[config.mk]
export PLATFORM = sky130hd
export DESIGN_NAME = spi_sram_arbiter
export DESIGN_NICKNAME = d
export VERILOG_FILES = /design/src/rtl/spi_sram_pkg.sv /design/src/rtl/spi_byte_xfer.sv /design/src/rtl/spi_sram_arbiter.sv
export SDC_FILE = /design/constraint.sdc
export NUM_CORES = 1
export LEC_CHECK = 0
export ABC_AREA = 1
export ABC_CLOCK_PERIOD_IN_PS = 2320
export CORE_MARGIN = 3
export CORE_UTILIZATION = 45
export DETAILED_ROUTE_END_ITERATION = 6
export PLACE_DENSITY = 0.83
export RECOVER_POWER = 100
export SYNTH_ARGS = -nofsm -noshare
export SYNTH_HDL_FRONTEND = slang
export SYNTH_SLANG_ARGS = --single-unit
[constraint.sdc]
create_clock -name clk -period 2.32 [get_ports clk]
set_input_delay 0.232 -clock clk [delete_from_list [all_inputs] [get_ports clk]]
set_output_delay 0.232 -clock clk [all_outputs]
set_load 0.05 [all_outputs]
[src/rtl/spi_sram_pkg.sv]
// Shared definitions for the SPI SRAM arbiter and its serial engine.
// Holds the SPI command opcodes, the frame geometry, the engine state
// encoding and a helper that assembles the 40-bit {cmd, addr, wdata} frame.
package spi_sram_pkg;

    localparam logic [7:0] CMD_READ  = 8'h03;
    localparam logic [7:0] CMD_WRITE = 8'h02;
    localparam int         ADDR_W    = 24;
    localparam int         XFER_BITS = 40;

    typedef enum logic [2:0] {
        IDLE,
        SELECT,
        HIGH,
        LOW,
        GAP
    } spi_state_t;

    // Command and address go out for both directions; for reads the data
    // byte is simply clocked out as filler while the SRAM drives miso.
    function automatic logic [XFER_BITS-1:0] build_frame(
        input logic              wr,
        input logic [ADDR_W-1:0] addr,
        input logic [7:0]        wdata
    );
        return {(wr ? CMD_WRITE : CMD_READ), addr, wdata};
    endfunction

endpackage

[src/rtl/spi_byte_xfer.sv]
// SPI mode-0 single-byte transfer engine (SELECT/HIGH/LOW/GAP).
// Ports:
//   clk, rst      system clock, async active-high reset
//   start         accepted only while ready; latches frame and selects the SRAM
//   frame         40-bit {cmd, addr, wdata}, shifted out MSB first
//   ready         engine is in IDLE and can take a start
//   done          one-cycle pulse on the edge that completes bit 39
//   rdata         last 8 bits sampled from miso, held until the next data phase
//   cs_n, mosi, sclk, miso   SPI pins; sclk = clk/2 while selected, idle low
module spi_byte_xfer
    import spi_sram_pkg::*;
#(
    parameter int CS_GAP = 1    // legal range 1..15
) (
    input  logic                 clk,
    input  logic                 rst,
    input  logic                 start,
    input  logic [XFER_BITS-1:0] frame,
    input  logic                 miso,
    output logic                 ready,
    output logic                 done,
    output logic [7:0]           rdata,
    output logic                 cs_n,
    output logic                 mosi,
    output logic                 sclk
);

    localparam logic [5:0] LAST_BIT  = 6'(XFER_BITS - 1);
    localparam logic [5:0] DATA_BIT0 = 6'(XFER_BITS - 8);
    localparam logic [5:0] GAP_LAST  = 6'(CS_GAP - 1);

    spi_state_t           state, state_nx;
    logic [XFER_BITS-1:0] shreg;
    logic [5:0]           cnt;

    always_ff @(posedge clk or posedge rst) begin
        if (rst) state <= IDLE;
        else     state <= state_nx;
    end

    // HIGH -> LOW is the sclk falling edge, so shifting, sampling and the
    // bit count all happen on that transition. The last bit goes straight
    // from HIGH to GAP, which is where cs_n rises.
    always_comb begin
        state_nx = state;
        case (state)
            IDLE:    if (start) state_nx = SELECT;
            SELECT:  state_nx = HIGH;
            HIGH:    state_nx = (cnt == LAST_BIT) ? GAP : LOW;
            LOW:     state_nx = HIGH;
            GAP:     if (cnt == GAP_LAST) state_nx = IDLE;
            default: state_nx = IDLE;
        endcase
    end

    assign ready = (state == IDLE);
    // After 40 shifts the register is all zero, so mosi idles low for free.
    assign mosi  = shreg[XFER_BITS-1];

    always_ff @(posedge clk or posedge rst) begin
        if (rst) begin
            shreg <= '0;
            cnt   <= '0;
            rdata <= '0;
            done  <= 1'b0;
            cs_n  <= 1'b1;
            sclk  <= 1'b0;
        end else begin
            done <= 1'b0;
            // Pins are registered from the next state so they never glitch.
            cs_n <= !(state_nx == SELECT || state_nx == HIGH || state_nx == LOW);
            sclk <= (state_nx == HIGH);
            case (state)
                IDLE: begin
                    if (start) begin
                        shreg <= frame;
                        cnt   <= '0;
                    end
                end
                HIGH: begin
                    shreg <= {shreg[XFER_BITS-2:0], 1'b0};
                    if (cnt >= DATA_BIT0) rdata <= {rdata[6:0], miso};
                    // The bit counter is recycled as the GAP cycle counter.
                    if (cnt == LAST_BIT) begin
                        cnt  <= '0;
                        done <= 1'b1;
                    end else begin
                        cnt <= cnt + 6'd1;
                    end
                end
                GAP:     cnt <= cnt + 6'd1;
                default: ;
            endcase
        end
    end

endmodule

[src/rtl/spi_sram_arbiter.sv]
// Two-port round-robin arbiter in front of the SPI SRAM byte engine.
// Port 0 is the cache-fill port, port 1 the auxiliary requester.
// Ports:
//   clk, rst                 system clock, async active-high reset
//   req0/1, wr0/1            request (held until ack), 1 = write
//   addr0/1, wdata0/1        24-bit byte address, write byte
//   ack0/1                   one-cycle completion pulse for the granted port
//   rdata                    read byte, valid with ack
//   cs_n, mosi, sclk, miso   SPI SRAM pins
module spi_sram_arbiter
    import spi_sram_pkg::*;
#(
    parameter int CS_GAP = 1
) (
    input  logic              clk,
    input  logic              rst,
    input  logic              req0,
    input  logic              req1,
    input  logic              wr0,
    input  logic              wr1,
    input  logic [ADDR_W-1:0] addr0,
    input  logic [ADDR_W-1:0] addr1,
    input  logic [7:0]        wdata0,
    input  logic [7:0]        wdata1,
    output logic              ack0,
    output logic              ack1,
    output logic [7:0]        rdata,
    output logic              cs_n,
    output logic              mosi,
    output logic              sclk,
    input  logic              miso
);

    logic                 ready, start, done, winner;
    logic                 last_grant;
    logic [XFER_BITS-1:0] frame;

    // Requests only matter while the engine is idle; the engine latches the
    // frame on the granting edge, so later changes to addr/wr/wdata are ignored.
    always_comb begin
        if (req0 && req1) winner = ~last_grant;
        else              winner = req1;
        start = ready && (req0 || req1);
        frame = winner ? build_frame(wr1, addr1, wdata1)
                       : build_frame(wr0, addr0, wdata0);
    end

    // last_grant doubles as the latched port id for steering the ack; it
    // cannot change until the engine is idle again, after done has fired.
    always_ff @(posedge clk or posedge rst) begin
        if (rst)        last_grant <= 1'b1;
        else if (start) last_grant <= winner;
    end

    assign ack0 = done && !last_grant;
    assign ack1 = done &&  last_grant;

    spi_byte_xfer #(.CS_GAP(CS_GAP)) u_xfer (
        .clk   (clk),
        .rst   (rst),
        .start (start),
        .frame (frame),
        .miso  (miso),
        .ready (ready),
        .done  (done),
        .rdata (rdata),
        .cs_n  (cs_n),
        .mosi  (mosi),
        .sclk  (sclk)
    );

endmodule

==> flow_summary_export.csv, run 1 <==
group,metric,value,unit
routing,drt_iter0_drc,183,
timing,fmax,478,MHz
routing,wl_per_cell,12.8,um
pwr,power_per_cell_area,516,mW/mm^2
finish,num_antenna_cells,0,
routing,vias_per_cell,4.94,
finish,final_nets,599,
global_routing,grt_max_degree,37,
synthesis,async_flop_share,1.00,
routing,first_pass_iters,5,
synthesis,yosysTopAreaCell,"dfrtp_1",
routing,drt.antenna.violating_nets,0,
clocking,htree_num_levels,3,
critical_path,slowest_delay,860,ps
synthesis,yosysMostFrequentCell,"nand2_1",
clocking,cts_buffers,9,
critical_path,path_class,"reg -> out",
placement,port_buffers,83,
synthesis,synth-adder-area-share,0.00779,
synthesis,synth_edf_count,0,
timing,final.setup.tns,0,ps
global_routing,antenna_found_initial,0,
timing,slew_viol_final,0,
die,die_area,0.00819,sq mm
clocking,cts_resized,0,
timing,hold_viol,0,
synthesis,synth_seq_cells,61,
placement,hpwl,5640,um
global_routing,grt_util_all_layers,0.207,
clocking,cts_setup_buffers,0,
clocking,cts_tree,"done",
global_routing,grt_pass1_vias,3014,
die,initial_core_util,0.468,
timing,setup_viol,0,
synthesis,synth.yosys.seq_area_share,0.476,
critical_path,cp_slowest_cell,"dlygate4sd3_1",
synthesis,synthMuxAreaShare,0,
critical_path,worstPathMaxFanout,4,
timing,layout_worst_path_cycle_share,0.902,
synthesis,syn_inst,446,
global_routing,grt_pass1_wl,13800,um
synthesis,ys.flop_type,"dfrtp_1",
pwr,ir_worst_vdd,0.278,mV
die,die_h,90.5,um
timing,rsz0062_at_grt,"false",
placement,place_area,0.00411,sq mm
placement,gp_congestion,0.804,
synthesis,synth_cell_types,25,
finish,instances_no_fill,627,
timing,whs,474,ps
synthesis,synth_simple_gate_area_share,0.352,
routing,drc_errors,0,
placement,dp_cells,611,
clocking,root_buffer,"clkbuf_8",
synthesis,synth_top_family_by_area,"simple AND/OR/NAND/NOR gates",
clocking,hold_buffers,0,
critical_path,crit_chain,"nand2_1 -> inv_1 -> dlygate4sd3_1",
synthesis,mappedNetlistArea,0.00321,sq mm
routing,vias,3097,
critical_path,crit_arrival,1860,ps
clocking,path_clk_slew,70,ps
pwr,p_leak,0.00210,uW
synthesis,ys_warn_count,0,
synthesis,synth_compound_area_frac,0.0927,
synthesis,yosysTopAreaCellShare,0.460,
finish,final_area,0.00430,sq mm
finish,drive_above_1_share,0.0546,
synthesis,avgSynthCellArea,7.20,sq um
die,io_pins,84,
timing,finalClockSkew,9.28,ps
clocking,cts_buffer_depth,2,
clocking,clock-sinks,61,
global_routing,grt_overflow,0,
outcome,status,"complete, no violations",
hold_path,min_path_type,"reg -> reg",
critical_path,critical_path.top_delay_family,"buffers and inverters",
critical_path,cp_num_buf_inv,2,
synthesis,syn_nets,519,
synthesis,synth.area.top_cells,"dfrtp_1, nand2_1, nor2_1",
critical_path,required,2090,ps
die,rows,30,
synthesis,synth_commonest_cells,"nand2_1, nor2_1, dfrtp_1",
timing,worst_pin_slew,1010,ps
critical_path,end_kind,"output pin",
timing,slew-limit-headroom,0.326,
finish,area_delta_synth_final,33.7,%
job,max_cap_violations,0,
die,die_width,90.5,um
timing,worst_slack,227,ps
clocking,insertion_delay,340,ps
critical_path,worst_setup_path_start_kind,"register",
routing,wirelength,8010,um
synthesis,synth-xor-area-share,0,
placement,place_ws,487,ps
timing,period_minus_slack,2090,ps
die,core_area,0.00687,sq mm
[where the power goes]
part,switching [uW],internal (uW)
registers,1.20,1070
clock network,413,522
logic,86.1,127
[cell families after synthesis]
group                      after synthesis
AOI/OAI and AO/OA                       55
buffers and inverters                   48
and+or+nand+nor                        280
DFF                                     61
adders and majority gates                2
[layout make-up]
class                      count  area [sq um]
fill                         620          2570
sequential                    61          1530
multi-input combinational    337          1450
timing repair buffer          90           906
clock buffer                  12           145
tap                           96           120
inverter                      27           101
clock inverter                 4          47.5
[worst reg2reg max path, stage by stage (launching register included)]
cell and delay (ps):
dfrtp_1 420, inv_1 80, nand2_1 250, nor2_8 80
inv_1 630, nand3_1 220, nand2_1 120, nand2_1 50
[state kept, by name, indices dropped and copies added, names as in the netlist]
signal	flops
u_xfer.shreg	40
u_xfer.rdata	8
u_xfer.cnt	6
u_xfer.state	3
last_grant	1
u_xfer.cs_n	1
u_xfer.done	1
u_xfer.sclk	1
[path summary, 6_finish.rpt]
| check | startpoint | end | slack, ps | cells past startpoint |
|---|---|---|---|---|
| max | last_grant | ack1 | 230 | 3 |
| min | u_xfer.shreg[15] | u_xfer.shreg[15] | 470 | 2 |
| max reg2reg | u_xfer.state[2] | u_xfer.shreg[29] | 380 | 7 |
| min reg2reg | u_xfer.shreg[15] | u_xfer.shreg[15] | 470 | 2 |
| max in group asynchronous | rst | u_xfer.shreg[37] | 1010 | 3 |
| min in group asynchronous | rst | u_xfer.rdata[3] | 570 | 2 |
[per-layer routing]
metal / track usage / vias to the layer above / share of wire
met3: 0.0400 / 10 / 0.050
met1: 0.244 / 1429 / 0.42
met2: 0.364 / 87 / 0.51
met4: 0.0957 / 0 / 0.018
met5: 0 / - / 0
li1: - / 1571 / -
[through the flow]
| step | total power, uW | util |
|---|---|---|
| after floorplan | 1160 | - |
| after global placement | 1300 | 0.599 |
| after detailed placement | 1300 | 0.599 |
| after CTS | 2240 | 0.627 |
| after global routing | 2300 | 0.625 |
| final | 2220 | 0.625 |
[cells in the final DEF, fill, tap and decap left out, types with 4 or more instances in the layout]
master	instances
buf_4	4
nand3_1	32
o21ai_0	42
dfrtp_1	59
clkdlybuf4s50_1	68
nand2_1	178
dlygate4sd3_1	15
nor2_1	63
clkbuf_8	10
inv_1	25
o22ai_1	5
Power figures use the tool's default switching activity.
==> inputs of run 2 (changes only) <==
--- a/config.mk
+++ b/config.mk
@@ -10,6 +10,7 @@
 export CORE_MARGIN = 3
 export CORE_UTILIZATION = 45
 export DETAILED_ROUTE_END_ITERATION = 6
+export GPL_TIMING_DRIVEN = 0
 export PLACE_DENSITY = 0.83
 export RECOVER_POWER = 100
 export SYNTH_ARGS = -nofsm -noshare
==> run 2 against run 1 <==
The run now ends with DRC left; clock power grew 30%; non-clock buffer count increased by 15; clock skew fell by 0.71 ps; register-to-register slack lost 60 ps; combinational power increased by 4%; routed wire length increased by 11%; count of clock-buffer cells in the layout up 1; sequential power barely moved; global-route usage grew 1.9 points; worst setup slack worse by 5.5 ps; die area unchanged; largest cell class unchanged.
==> flow_summary_export.csv, run 2 (synthesis gave the netlist of run 1 again) <==
group,metric,value,unit
clocking,root_buffer,"clkbuf_8",
clocking,insertion_delay,340,ps
global_routing,grt_pass1_vias,3150,
clocking,cts_resized,0,
die,die_area,0.00819,sq mm
pwr,p_leak,0.00217,uW
outcome,violations,"DRC",
finish,final_nets,614,
die,core_area,0.00687,sq mm
global_routing,grt_max_degree,37,
die,die_h,90.5,um
timing,fmax,476,MHz
routing,drt.antenna.violating_nets,0,
clocking,cts_tree,"done",
finish,final_core_util,0.643,
clocking,clock-sinks,61,
finish,final_area,0.00442,sq mm
finish,final_common_cell,"nand2_1",
finish,drive_above_1_share,0.0714,
pwr,power_per_cell_area,566,mW/mm^2
finish,area_delta_synth_final,37.6,%
critical_path,worst_setup_path_start_kind,"register",
finish,layout_common_cells,"nand2_1, clkdlybuf4s50_1, nor2_1, dfrtp_1, o21ai_0",
clocking,hold_buffers,0,
finish,regMostFlops,"u_xfer.shreg",
global_routing,grt_util_all_layers,0.227,
placement,place_area,0.00418,sq mm
routing,wl_per_cell,13.8,um
critical_path,path_class,"reg -> out",
global_routing,grt_pass1_wl,14900,um
critical_path,crit_chain,"nand2_1 -> inv_1 -> dlygate4sd3_1",
timing,worst_pin_slew,1410,ps
finish,num_antenna_cells,0,
clocking,cts_setup_buffers,0,
routing,drt_iter0_drc,170,
die,initial_core_util,0.468,
placement,hpwl,6410,um
critical_path,crit_arrival,1870,ps
finish,top_regs,"u_xfer.shreg: 40 flops, u_xfer.rdata: 8 flops, u_xfer.cnt: 6 flops",
clocking,cts_buffers,9,
critical_path,slowest_delay,860,ps
die,io_pins,84,
timing,slew-limit-headroom,0.0593,
routing,first_pass_iters,7,
global_routing,antenna_found_initial,0,
routing,drc_errors,2,
timing,rsz0062_at_grt,"false",
timing,layout_worst_path_cycle_share,0.905,
critical_path,end_kind,"output pin",
global_routing,grt_overflow,0,
routing,vias,3216,
job,max_cap_violations,0,
finish,largest_reg_flops,40,
placement,gp_congestion,0.854,
placement,port_buffers,83,
placement,place_ws,505,ps
timing,worst_slack,221,ps
timing,slew_viol_final,0,
timing,hold_viol,0,
finish,final.fill_count,612,
routing,vias_per_cell,5.01,
die,die_width,90.5,um
clocking,htree_num_levels,3,
timing,setup_viol,0,
clocking,cts_buffer_depth,2,
pwr,ir_worst_vdd,0.274,mV
critical_path,worstPathMaxFanout,4,
outcome,status,"complete, but fails checks",
die,rows,30,
critical_path,required,2090,ps
critical_path,cp_slowest_cell,"dlygate4sd3_1",
hold_path,min_path_type,"reg -> reg",
routing,wirelength,8890,um
clocking,path_clk_slew,70,ps
timing,finalClockSkew,8.57,ps
timing,period_minus_slack,2100,ps
[run 2: cell count changes in the layout (fill, tap and decap cells not counted), moves of 2 or more]
| cell | previous run | this run |
|---|---|---|
| inv_2 | 2 | 4 |
| o21ai_0 | 42 | 37 |
| clkbuf_1 | 2 | 7 |
| clkbuf_8 | 10 | 12 |
| clkinv_2 | 2 | 0 |
| buf_4 | 4 | 1 |
| buf_2 | 0 | 9 |
| bufinv_16 | 1 | 3 |
| o21ai_1 | 2 | 7 |
| buf_6 | 0 | 4 |
| inv_1 | 25 | 23 |
[run 2: final cells by class]
class | instances | area [sq um] | area share
Timing Repair Buffer | 84 | 851 | 0.193
Buffer | 21 | 124 | 0.0280
Clock buffer | 13 | 169 | 0.0382
Clock inverter | 3 | 90.1 | 0.0204
Inverter | 27 | 101 | 0.0229
Sequential cell | 61 | 1530 | 0.346
Tap cell | 96 | 120 | 0.0272
Multi-Input combinational cell | 337 | 1440 | 0.325
[run 2: routing by layer]
metal / up-vias / global-route usage / part of all wire
met5: - / 0 / 0
met2: 120 / 0.371 / 0.49
met1: 1480 / 0.286 / 0.42
met3: 20 / 0.0542 / 0.066
li1: 1596 / - / -
met4: 0 / 0.0969 / 0.025
[run 2: worst max-delay path: cells and delay by family, from the launching register on]
family | cells | cell delay [ps]
buffers and inverters | 2 | 900
flip-flops | 1 | 570
AND/OR/NAND/NOR | 1 | 60
[run 2: metrics by stage]
step	power, uW	setup TNS [ps]	hold WS (ps)	std cells
5_1_grt	2580	0	490	642
3_3_place_gp	1300	-26730	455	625
2_1_floorplan	1160	0	391	446
3_5_place_dp	1310	0	460	626
6_report	2500	0	474	642
4_1_cts	2520	0	373	642
[run 2: path summary, 6_finish.rpt]
path	slack [ps]	cells after the start	from	to
setup / recovery	220	3	last_grant	ack1
hold / removal	470	2	u_xfer.shreg[3]	u_xfer.shreg[3]
setup reg to reg	320	6	u_xfer.state[0]	u_xfer.shreg[12]
hold reg to reg	470	2	u_xfer.shreg[3]	u_xfer.shreg[3]
max in group asynchronous	740	2	rst	u_xfer.shreg[34]
min in group asynchronous	740	2	rst	u_xfer.rdata[0]
[run 2: power by group]
part           switching, uW  internal [uW]  leakage [uW]  total [uW]
Sequential              1.19           1070      0.000788        1070
Combinational           92.3            129       0.00125         221
Clock                    413            803      0.000130        1220
Total                    507           2000       0.00217        2500
==> inputs of run 3 (changes only) <==
--- a/config.mk
+++ b/config.mk
@@ -10,7 +10,7 @@
 export CORE_MARGIN = 3
 export CORE_UTILIZATION = 45
 export DETAILED_ROUTE_END_ITERATION = 6
-export GPL_TIMING_DRIVEN = 0
+export GPL_TIMING_DRIVEN = 1
 export PLACE_DENSITY = 0.83
 export RECOVER_POWER = 100
 export SYNTH_ARGS = -nofsm -noshare
==> results of run 3 <==
No change in the layout: final DEF, timing and power equal those of run 1.
